### src/rtl/multicycle_ctrl.sv
// Multi-cycle control sequencer for the reduced RISC-V datapath.
// Fetches one instruction per pass through FETCH -> DECODE -> EXECUTE -> COMMIT.
// Decodes addi and bne, and treats any other encoding as a sticky-flagged NOP.
// Drives the ALU control, operand select, register addresses, immediate and
// register-file write strobe, and owns the program counter.
//
// Fetch handshake: instr_req is high for every FETCH cycle. A word is accepted
// on the rising edge where instr_req && instr_valid. When instr_valid is low,
// the FSM waits in FETCH with pc held. instr is ignored outside that edge.
module multicycle_ctrl #(
   parameter int                    DATA_WIDTH     = 32,
   parameter int                    ADDR_WIDTH     = 32,
   parameter int                    CONTROL_SIGNAL = 1,
   parameter logic [ADDR_WIDTH-1:0] RESET_PC       = '0
) (
   input  logic                      clk,
   input  logic                      rst_n,
   input  logic [31:0]               instr,
   input  logic                      instr_valid,
   input  logic                      EQ,
   output logic                      instr_req,
   output logic [ADDR_WIDTH-1:0]     pc,
   output logic [CONTROL_SIGNAL-1:0] ALUctrl,
   output logic                      ALUsrc,
   output logic [4:0]                rs1,
   output logic [4:0]                rs2,
   output logic [4:0]                rd,
   output logic [DATA_WIDTH-1:0]     imm,
   output logic                      RegWrite,
   output logic                      illegal,
   output logic [1:0]                dbg_state
);

   typedef enum logic [1:0] {
      FETCH   = 2'd0,
      DECODE  = 2'd1,
      EXECUTE = 2'd2,
      COMMIT  = 2'd3
   } state_t;

   typedef enum logic [1:0] {
      OP_NOP  = 2'd0,
      OP_ADDI = 2'd1,
      OP_BNE  = 2'd2
   } op_t;

   localparam logic [6:0] OPC_ADDI = 7'b0010011;
   localparam logic [6:0] OPC_BNE  = 7'b1100011;
   localparam logic [2:0] F3_ADDI  = 3'b000;
   localparam logic [2:0] F3_BNE   = 3'b001;

   state_t                state_q;
   state_t                state_d;
   op_t                   op_q;
   op_t                   op_dec;
   logic [31:0]           instr_q;
   logic [DATA_WIDTH-1:0] imm_q;
   logic [DATA_WIDTH-1:0] imm_dec;
   logic [ADDR_WIDTH-1:0] pc_q;
   logic [ADDR_WIDTH-1:0] pc_next;
   logic [ADDR_WIDTH-1:0] br_off;
   logic                  eq_q;
   logic                  illegal_q;
   logic                  fetch_fire;

   assign fetch_fire = (state_q == FETCH) && instr_valid;

   // Register fields come straight from the latched word so they are valid
   // from DECODE onward and stay put until the next fetch latch.
   assign rs1 = instr_q[19:15];
   assign rs2 = instr_q[24:20];
   assign rd  = instr_q[11:7];

   // Instruction class and sign-extended immediate of the latched word.
   always_comb begin
      op_dec  = OP_NOP;
      imm_dec = '0;
      if (instr_q[6:0] == OPC_ADDI && instr_q[14:12] == F3_ADDI) begin
         op_dec  = OP_ADDI;
         imm_dec = {{(DATA_WIDTH-12){instr_q[31]}}, instr_q[31:20]};
      end else if (instr_q[6:0] == OPC_BNE && instr_q[14:12] == F3_BNE) begin
         op_dec  = OP_BNE;
         imm_dec = {{(DATA_WIDTH-13){instr_q[31]}}, instr_q[31], instr_q[7],
                    instr_q[30:25], instr_q[11:8], 1'b0};
      end
   end

   // Branch offset rebuilt at PC width so PC arithmetic never depends on
   // DATA_WIDTH; the sum simply wraps modulo 2^ADDR_WIDTH.
   assign br_off = {{(ADDR_WIDTH-13){instr_q[31]}}, instr_q[31], instr_q[7],
                    instr_q[30:25], instr_q[11:8], 1'b0};

   // PC value taken at the COMMIT exit; target alignment is not checked.
   always_comb begin
      pc_next = pc_q + ADDR_WIDTH'(4);
      if (op_q == OP_BNE && !eq_q) begin
         pc_next = pc_q + br_off;
      end
   end

   // State register.
   always_ff @(posedge clk or negedge rst_n) begin
      if (!rst_n) begin
         state_q <= FETCH;
      end else begin
         state_q <= state_d;
      end
   end

   // Next-state logic: one cycle per state except FETCH, which waits for a word.
   always_comb begin
      state_d = state_q;
      case (state_q)
         FETCH:   if (instr_valid) state_d = DECODE;
         DECODE:  state_d = EXECUTE;
         EXECUTE: state_d = COMMIT;
         COMMIT:  state_d = FETCH;
         default: state_d = FETCH;
      endcase
   end

   // Instruction latch on the accepted fetch edge.
   always_ff @(posedge clk or negedge rst_n) begin
      if (!rst_n) begin
         instr_q <= '0;
      end else if (fetch_fire) begin
         instr_q <= instr;
      end
   end

   // Registered decode results and the sticky illegal flag, updated at the
   // DECODE -> EXECUTE edge.
   always_ff @(posedge clk or negedge rst_n) begin
      if (!rst_n) begin
         op_q      <= OP_NOP;
         imm_q     <= '0;
         illegal_q <= 1'b0;
      end else if (state_q == DECODE) begin
         op_q  <= op_dec;
         imm_q <= imm_dec;
         if (op_dec == OP_NOP) begin
            illegal_q <= 1'b1;
         end
      end
   end

   // ALU equality flag is only meaningful during EXECUTE.
   always_ff @(posedge clk or negedge rst_n) begin
      if (!rst_n) begin
         eq_q <= 1'b0;
      end else if (state_q == EXECUTE) begin
         eq_q <= EQ;
      end
   end

   // Program counter advances only when leaving COMMIT, so a reset anywhere
   // earlier in the instruction leaves no trace.
   always_ff @(posedge clk or negedge rst_n) begin
      if (!rst_n) begin
         pc_q <= RESET_PC;
      end else if (state_q == COMMIT) begin
         pc_q <= pc_next;
      end
   end

   // Control outputs: ALU controls live in EXECUTE and COMMIT, the write strobe
   // only in COMMIT. The fetch request is gated by reset.
   always_comb begin
      instr_req = 1'b0;
      ALUctrl   = '0;
      ALUsrc    = 1'b0;
      RegWrite  = 1'b0;
      if (state_q == FETCH) begin
         instr_req = rst_n;
      end
      if (state_q == EXECUTE || state_q == COMMIT) begin
         if (op_q == OP_BNE) begin
            ALUctrl = CONTROL_SIGNAL'(1);
         end else if (op_q == OP_ADDI) begin
            ALUsrc = 1'b1;
         end
      end
      if (state_q == COMMIT && op_q == OP_ADDI && rd != 5'd0) begin
         RegWrite = 1'b1;
      end
   end

   assign pc        = pc_q;
   assign imm       = imm_q;
   assign illegal   = illegal_q;
   assign dbg_state = state_q;

endmodule

### config.mk
export PLATFORM = sky130hd
export DESIGN_NAME = multicycle_ctrl
export DESIGN_NICKNAME = d
export VERILOG_FILES = /design/src/rtl/multicycle_ctrl.sv
export SDC_FILE = /design/constraint.sdc
export NUM_CORES = 1
export LEC_CHECK = 0
export ABC_AREA = 0
export CAP_MARGIN = 25
export CORE_MARGIN = 10
export CORE_UTILIZATION = 52
export DETAILED_ROUTE_END_ITERATION = 16
export GPL_ROUTABILITY_DRIVEN = 0
export MAX_ROUTING_LAYER = met4
export PLACE_DENSITY = 0.81
export REMOVE_ABC_BUFFERS = 1
export SYNTH_ARGS = -nofsm -noshare
export SYNTH_HDL_FRONTEND = slang
export SYNTH_SLANG_ARGS = --single-unit
### constraint.sdc
create_clock -name clk -period 4 [get_ports clk]
set_input_delay 0.8 -clock clk [delete_from_list [all_inputs] [get_ports clk]]
set_output_delay 0.8 -clock clk [all_outputs]
set_load 0.05 [all_outputs]
==> results of run 1 <==
[layout make-up]
class | instances | area (um^2) | area share, %
multi-input combinational | 476 | 3190 | 45.8
sequential | 82 | 2050 | 29.4
timing repair buffer | 126 | 1240 | 17.8
tap | 140 | 175 | 2.51
clock buffer | 11 | 141 | 2.03
inverter | 23 | 86.3 | 1.24
clock inverter | 5 | 85.1 | 1.22
[worst register-to-register path, stage by stage (launching register included)]
cell and delay, ns:
dfrtp_1 0.42, ha_1 0.22, inv_1 0.07, fa_1 0.39, and2b_1 0.25, o31ai_1 0.13, a211oi_1 0.42, o211ai_1 0.19
o2bb2ai_1 0.22, o311ai_0 0.38, xnor2_1 0.15, a211oi_1 0.23
[cells by family after synthesis]
kind of cell	Yosys count	synth area share [%]
AOI/OAI and AO/OA	197	22.2
xor gates and xnor gates	20	3.08
adders and majority gates	37	8.28
buffers and inverters	81	7.66
DFF	82	36.1
muxes	39	7.64
other	1	0.0660
and+or+nand+nor	182	15.0
[worst max path at each step]
stage                            from                  to  slack (ns)  cells after the start
6_report       instr_q[8]$_DFFE_PN0P_  pc[29]$_DFFE_PN0P_        0.84                     11
5_1_grt        instr_q[8]$_DFFE_PN0P_  pc[27]$_DFFE_PN0P_        0.54                     11
4_1_cts        instr_q[8]$_DFFE_PN0P_  pc[27]$_DFFE_PN0P_        0.84                     11
3_5_place_dp   instr_q[8]$_DFFE_PN0P_  pc[29]$_DFFE_PN0P_        0.86                     11
3_3_place_gp   instr_q[8]$_DFFE_PN0P_  pc[27]$_DFFE_PN0P_         1.0                     11
2_1_floorplan     imm[30]$_DFFE_PN0P_             imm[12]       -3.06                      0
[cells in the final DEF (no fill, tap or decap), types with 16 or more instances in the layout]
cell	count
ha_1	36
clkdlybuf4s50_1	119
nand2_1	61
nor2_1	46
mux2_2	35
a21oi_1	57
dfrtp_1	82
nor3_1	16
inv_1	22
o21ai_0	46
[where the power goes]
part | internal, W | switching (W)
Clock | 0.000375 | 0.000324
Sequential | 0.00106 | 0.000266
Combinational | 0.000957 | 0.00157
Total | 0.00239 | 0.00216
[through the flow]
stage	util (%)	instances
6_report	64.9	863
5_1_grt	64.9	863
4_1_cts	64.9	863
3_5_place_dp	62.8	847
3_3_place_gp	62.8	847
2_1_floorplan	-	581
[sequential cells by signal, indices dropped and copies added, names as in the netlist]
register / flops
dbg_state: 2
eq_q: 1
illegal: 1
imm: 13
instr_q: 32
op_q: 2
pc: 31
[per-layer routing]
| layer | GRT usage (%) | vias to the layer above | share of wire, % |
|---|---|---|---|
| met3 | 8.64 | 42 | 11 |
| met4 | 7.54 | 0 | 2.7 |
| li1 | - | 2442 | - |
| met5 | - | - | 0 |
| met1 | 23.9 | 2485 | 41 |
| met2 | 32.3 | 247 | 45 |
==> key figures, run 1 <==
Drt
  • Remaining DRCs: 0
  • Post-DR wirelength/cell: 18.9 um
  • Vias per inst: 6.04
  • DRT Wirelength: 16300 um
  • Vias post-DR: 5216
  • Violation count after the first detailed-route iteration: 439
  • Router iterations before antenna repair: 5
  • Remaining antenna violation count after routing: 0

Synth
  • Number of distinct library cell variants in the gate-level netlist after synthesis: 59
  • Main synth FF type: dfrtp_1
  • FF+latch count, synth: 82
  • Yosys Warn Count: 0
  • Fraction of registers with async set or reset after synthesis: 100%
  • Most numerous cell types in the synthesized netlist: dfrtp_1, nand2_1, a21oi_1
  • Gate count of the mapped netlist: 639
  • Post-synth EDFFs: 0
  • Area share of the largest cell type after synthesis: 36.1%
  • Cell types with the largest area share after synthesis: dfrtp_1, ha_1, mux2_2
  • Mean post-synth cell area: 8.89 um^2
  • Top-count cell post-synth: dfrtp_1
  • Area of the mapped netlist: 0.00568 mm^2
  • Cell accounting for the most synthesized area: dfrtp_1
  • Part of the Yosys area used for sequential elements: 36.1%

Critical path
  • Data required time of the critical path: 4.27 ns
  • Category of the most critical setup path: reg -> reg
  • Cell type group with the largest total delay on the critical path: compound AO/OA/AOI/OAI gates
  • Minimum setup slack among reg-to-reg paths: 0.84 ns
  • Kind of end point of the critical path: flip-flop
  • CP Launch Type: flip-flop
  • Worst flop-to-flop path endpoint: pc[29]$_DFFE_PN0P_
  • Maximum fanout along the worst path: 5
  • CP max stage delay: 0.42 ns
  • Crit-path cells: ha_1 -> inv_1 -> fa_1 -> and2b_1 -> o31ai_1 -> a211oi_1 -> o211ai_1 -> o2bb2ai_1 -> o311ai_0 -> xnor2_1 -> a211oi_1
  • Slowest-stage cell, CP: dfrtp_1
  • Beginning of the worst register-to-register path: instr_q[8]$_DFFE_PN0P_
  • Cell depth of the worst flop-to-flop path: 11
  • Buffering stage count on the worst path with inverters included: 1
  • Crit path arrival time: 3.43 ns
  • Cell repeated most along the worst path: a211oi_1

STA
  • Time the worst path needs with I/O delays and setup: 3.16 ns
  • Least-Margin Pin Slew: 1.10 ns
  • Tightest slew margin relative to the limit: 26.2%
  • Hold Fails Final Rpt: 0
  • Final worst path period share: 79.0%
  • Fin Hold WS: 0.326 ns
  • Number of setup violations in the final report: 0
  • Unrepaired setup endpoints after global routing: false
  • Worst clock skew: 0.00798 ns
  • Pins over their slew limit: 0
  • Worst setup slack after layout: 0.841 ns
  • Maximum frequency from static timing analysis: 0.317 GHz
  • Total negative setup slack: 0 ns

GRT
  • Remaining Overflow, GRT: 0
  • Number of antenna violations at the first check in global routing: 0
  • Total Routing Usage GR: 20.9%
  • Pin count of the biggest net entering global routing: 63
  • First-pass GRT wire length: 26700 um
  • Vias in the first global route: 5529

CTS
  • Clock buffer count from CTS: 9
  • CTS Root Buffer Type: clkbuf_8
  • Post-CTS clock slew at the launch and capture registers of the worst setup and hold paths: 0.09 ns
  • Count of cells resized by post-cts repair: 0
  • Clock tree from TritonCTS: built
  • CTS Hold Buffers Added: 0
  • Num Clock Sinks: 82
  • H-tree depth reported by CTS: 3
  • Clock Latency Late Sink: 0.36 ns
  • Postcts setup bufs: 0
  • Longest Clk Path Bufs: 2

Flow run
  • Max-cap check violation count: 0

Final layout
  • Area overhead of the layout relative to synthesis: 22.8%
  • Antenna diode instance count: 0
  • Layout cells sized above 1: 8.99%
  • Total number of nets in the final design: 791
  • Post-route cell area: 0.00698 mm^2
  • Number of inserted filler cells in the final layout: 919

Floorplanning
  • Die height: 125 um
  • Ports placed on the boundary: 122
  • Width of the die: 125 um
  • Effective utilization at floorplan: 52.9%
  • Overall die area: 0.0155 mm^2
  • Number of placement rows: 38
  • Floorplan Core Area: 0.0107 mm^2

Placement
  • Port buffer count: 120
  • Placement Setup Slack: 0.855 ns
  • DP Area: 0.00675 mm^2
  • Estimated wirelength of the detail-placed design: 12300 um

Power
  • Worst supply voltage drop on vdd: 0.624 mV
  • Total power consumption of the routed design: 0.00455 W
  • Total power divided by cell area: 652 mW/mm^2
  • Total leakage power: 3.01 nW

Run status
  • Outcome: completed

Hold path
  • Hold WC Path Type: in -> async
Note: power is estimated with default switching activity, not from simulation.
==> inputs of run 2 (changes only) <==
==> constraint.sdc (replaced) <==
create_clock -name clk -period 3 [get_ports clk]
set_input_delay 0.6 -clock clk [delete_from_list [all_inputs] [get_ports clk]]
set_output_delay 0.6 -clock clk [all_outputs]
set_load 0.05 [all_outputs]
==> key figures, run 2 (synthesis results as in run 1) <==
STA
  • Unrepaired setup endpoints after global routing: false (unchanged)
  • Tightest slew margin relative to the limit: 48.1% (was 26.2%)
  • Number of setup violations in the final report: 0 (unchanged)
  • Total negative setup slack: 0 ns (unchanged)
  • Maximum frequency from static timing analysis: 0.355 GHz (was 0.317 GHz)
  • Worst clock skew: 0.0139 ns (was 0.00798 ns)
  • Least-Margin Pin Slew: 0.778 ns (was 1.10 ns)
  • Hold Fails Final Rpt: 0 (unchanged)
  • Final worst path period share: 94.0% (was 79.0%)
  • Pins over their slew limit: 0 (unchanged)
  • Time the worst path needs with I/O delays and setup: 2.82 ns (was 3.16 ns)

Floorplanning
  • Die height: 125 um (unchanged)
  • Width of the die: 125 um (unchanged)
  • Floorplan Core Area: 0.0107 mm^2 (unchanged)
  • Overall die area: 0.0155 mm^2 (unchanged)
  • Ports placed on the boundary: 122 (unchanged)
  • Effective utilization at floorplan: 52.9% (unchanged)
  • Number of placement rows: 38 (unchanged)

Drt
  • Remaining DRCs: 0 (unchanged)
  • Remaining antenna violation count after routing: 0 (unchanged)
  • Vias per inst: 6.08 (was 6.04)
  • Vias post-DR: 5355 (was 5216)
  • Violation count after the first detailed-route iteration: 378 (was 439)
  • Post-DR wirelength/cell: 18.7 um (was 18.9 um)
  • Router iterations before antenna repair: 5 (unchanged)
  • DRT Wirelength: 16400 um (was 16300 um)

Final layout
  • Antenna diode instance count: 0 (unchanged)
  • Number of flip-flops in the largest register: 32 (unchanged)
  • Area overhead of the layout relative to synthesis: 25.5% (was 22.8%)
  • Most flop-heavy register: instr_q (unchanged)
  • Most used cells in the layout excluding fill and tap cells: clkdlybuf4s50_1, dfrtp_1, nand2_1, a21oi_1, nor2_1 (was clkdlybuf4s50_1, dfrtp_1, nand2_1, a21oi_1)
  • Layout cells sized above 1: 12.7% (was 8.99%)
  • Total number of nets in the final design: 809 (was 791)
  • Most frequent standard cell in the layout excluding fill and tap cells: clkdlybuf4s50_1 (unchanged)
  • Final Instance Count excl. Fillers: 881 (was 863)

CTS
  • Longest Clk Path Bufs: 2 (unchanged)
  • Post-CTS clock slew at the launch and capture registers of the worst setup and hold paths: 0.10 ns (was 0.09 ns)
  • CTS Hold Buffers Added: 0 (unchanged)
  • CTS Root Buffer Type: clkbuf_8 (unchanged)
  • Clock Latency Late Sink: 0.37 ns (was 0.36 ns)
  • Postcts setup bufs: 0 (unchanged)
  • Clock buffer count from CTS: 9 (unchanged)
  • H-tree depth reported by CTS: 3 (unchanged)
  • Clock tree from TritonCTS: built (unchanged)
  • Num Clock Sinks: 82 (unchanged)

Critical path
  • CP max stage delay: 0.46 ns (was 0.42 ns)
  • Crit path arrival time: 3.09 ns (was 3.43 ns)
  • Data required time of the critical path: 3.26 ns (was 4.27 ns)
  • Beginning of the worst register-to-register path: pc[7]$_DFFE_PN0P_ (was instr_q[8]$_DFFE_PN0P_)
  • Slowest-stage cell, CP: dfrtp_1 (unchanged)
  • Category of the most critical setup path: reg -> reg (unchanged)
  • Kind of end point of the critical path: flip-flop (unchanged)
  • Cell depth of the worst flop-to-flop path: 9 (was 11)
  • Worst flop-to-flop path endpoint: pc[26]$_DFFE_PN0P_ (was pc[29]$_DFFE_PN0P_)
  • Crit-path cells: ha_1 -> nand2_1 -> o21ai_1 -> nand4_1 -> a31o_1 -> a311o_1 -> o41ai_4 -> mux2i_1 -> a211o_1 (was ha_1 -> inv_1 -> fa_1 -> and2b_1 -> o31ai_1 -> a211oi_1 -> o211ai_1 -> o2bb2ai_1 -> o311ai_0 -> xnor2_1 -> a211oi_1)
  • CP Launch Type: flip-flop (unchanged)
  • Maximum fanout along the worst path: 7 (was 5)
  • Minimum setup slack among reg-to-reg paths: 0.18 ns (was 0.84 ns)

GRT
  • Number of antenna violations at the first check in global routing: 0 (unchanged)
  • Remaining Overflow, GRT: 0 (unchanged)
  • First-pass GRT wire length: 27000 um (was 26700 um)
  • Total Routing Usage GR: 21.1% (was 20.9%)
  • Pin count of the biggest net entering global routing: 64 (was 63)
  • Vias in the first global route: 5602 (was 5529)

Power
  • Proportion of power drawn by combinational gates: 58.9% (was 55.5%)
  • Reported net switching power: 0.00295 W (was 0.00216 W)
  • Part of the power in the clock network: 12.7% (was 15.4%)
  • Total leakage power: 3.09 nW (was 3.01 nW)
  • Sequential cell fraction of total power: 28.4% (was 29.1%)
  • Switching part of the total power: 48.5% (was 47.4%)
  • Worst supply voltage drop on vdd: 0.769 mV (was 0.624 mV)
  • Total power divided by cell area: 852 mW/mm^2 (was 652 mW/mm^2)
  • Cell internal pwr: 0.00313 W (was 0.00239 W)

Run status
  • Outcome: completed (unchanged)

Placement
  • Port buffer count: 120 (unchanged)
  • Cell Count Post-Placement: 865 (was 847)
  • Estimated wirelength of the detail-placed design: 12200 um (was 12300 um)

Flow run
  • Max-cap check violation count: 0 (unchanged)

Hold path
  • Hold WC Path Type: in -> async (unchanged)
[run 2: cell type report]
cell class | instances | area (um^2)
clock inverters | 5 | 37.5
fillers | 877 | 3610
repair buffers | 144 | 1410
inverters | 23 | 86.3
clock buffers | 11 | 141
multi-input cells | 476 | 3230
well taps | 140 | 175
flip-flops and latches | 82 | 2050
[run 2: repair_timing]
action / in CTS / in global routing
resized for setup: 0 / 10
setup endpoints to repair: 0 / 7
hold endpoints to repair: 0 / 0
[run 2: how the worst max path moves through the flow]
| stage | slack (ns) | end | startpoint |
|---|---|---|---|
| after global routing | 0.01 | pc[27]$_DFFE_PN0P_ | pc[1]$_DFFE_PN0P_ |
| after detailed placement | 0.05 | pc[29]$_DFFE_PN0P_ | pc[1]$_DFFE_PN0P_ |
| after CTS | 0.006 | pc[27]$_DFFE_PN0P_ | pc[1]$_DFFE_PN0P_ |
| after global placement | 0.16 | pc[26]$_DFFE_PN0P_ | instr_q[31]$_DFFE_PN0P_ |
| final | 0.18 | pc[26]$_DFFE_PN0P_ | pc[7]$_DFFE_PN0P_ |
| after floorplan | -3.86 | imm[12] | imm[30]$_DFFE_PN0P_ |
[run 2: worst max-delay path, delay by kind of cell, from the launching register on]
family | cells | cell delay, ns
AO/OA/AOI/OAI | 5 | 1.48
adder cells (fa/ha/maj) | 1 | 0.39
flip-flops | 1 | 0.46
multiplexers | 1 | 0.14
AND/OR/NAND/NOR | 2 | 0.25
[run 2: through the flow]
stage	hold WS (ns)	area (um^2)	power, W	util [%]	setup slack [ns]
CTS	0.0979	7090	0.00604	66.0	0.00596
detailed placement	0.465	6910	0.00523	64.3	0.0474
global route	0.102	7130	0.00648	66.4	0.0117
floorplan	0.304	5330	0.00408	-	-3.86
global placement	0.459	6910	0.00510	64.3	0.157
finish	0.105	7130	0.00608	66.4	0.180
[run 2: power by group through the flow]
stage	Sequential (W)	Combinational [W]	Clock, W
6_report	0.00173	0.00358	0.000771
2_1_floorplan	0.00235	0.00173	0
3_5_place_dp	0.00174	0.00350	0
3_3_place_gp	0.00170	0.00340	0
5_1_grt	0.00177	0.00387	0.000844
4_1_cts	0.00171	0.00353	0.000790
[run 2: per-layer routing]
layer  global-route usage (%)  part of all wire, %  vias up  wire (um)
met5                        -                    0        -          0
met4                     7.33                  2.3        0        376
met3                     8.68                   11       37       1780
met2                     31.9                   45      270       7350
met1                     25.0                   42     2570       6940
li1                         -                    -     2478          -
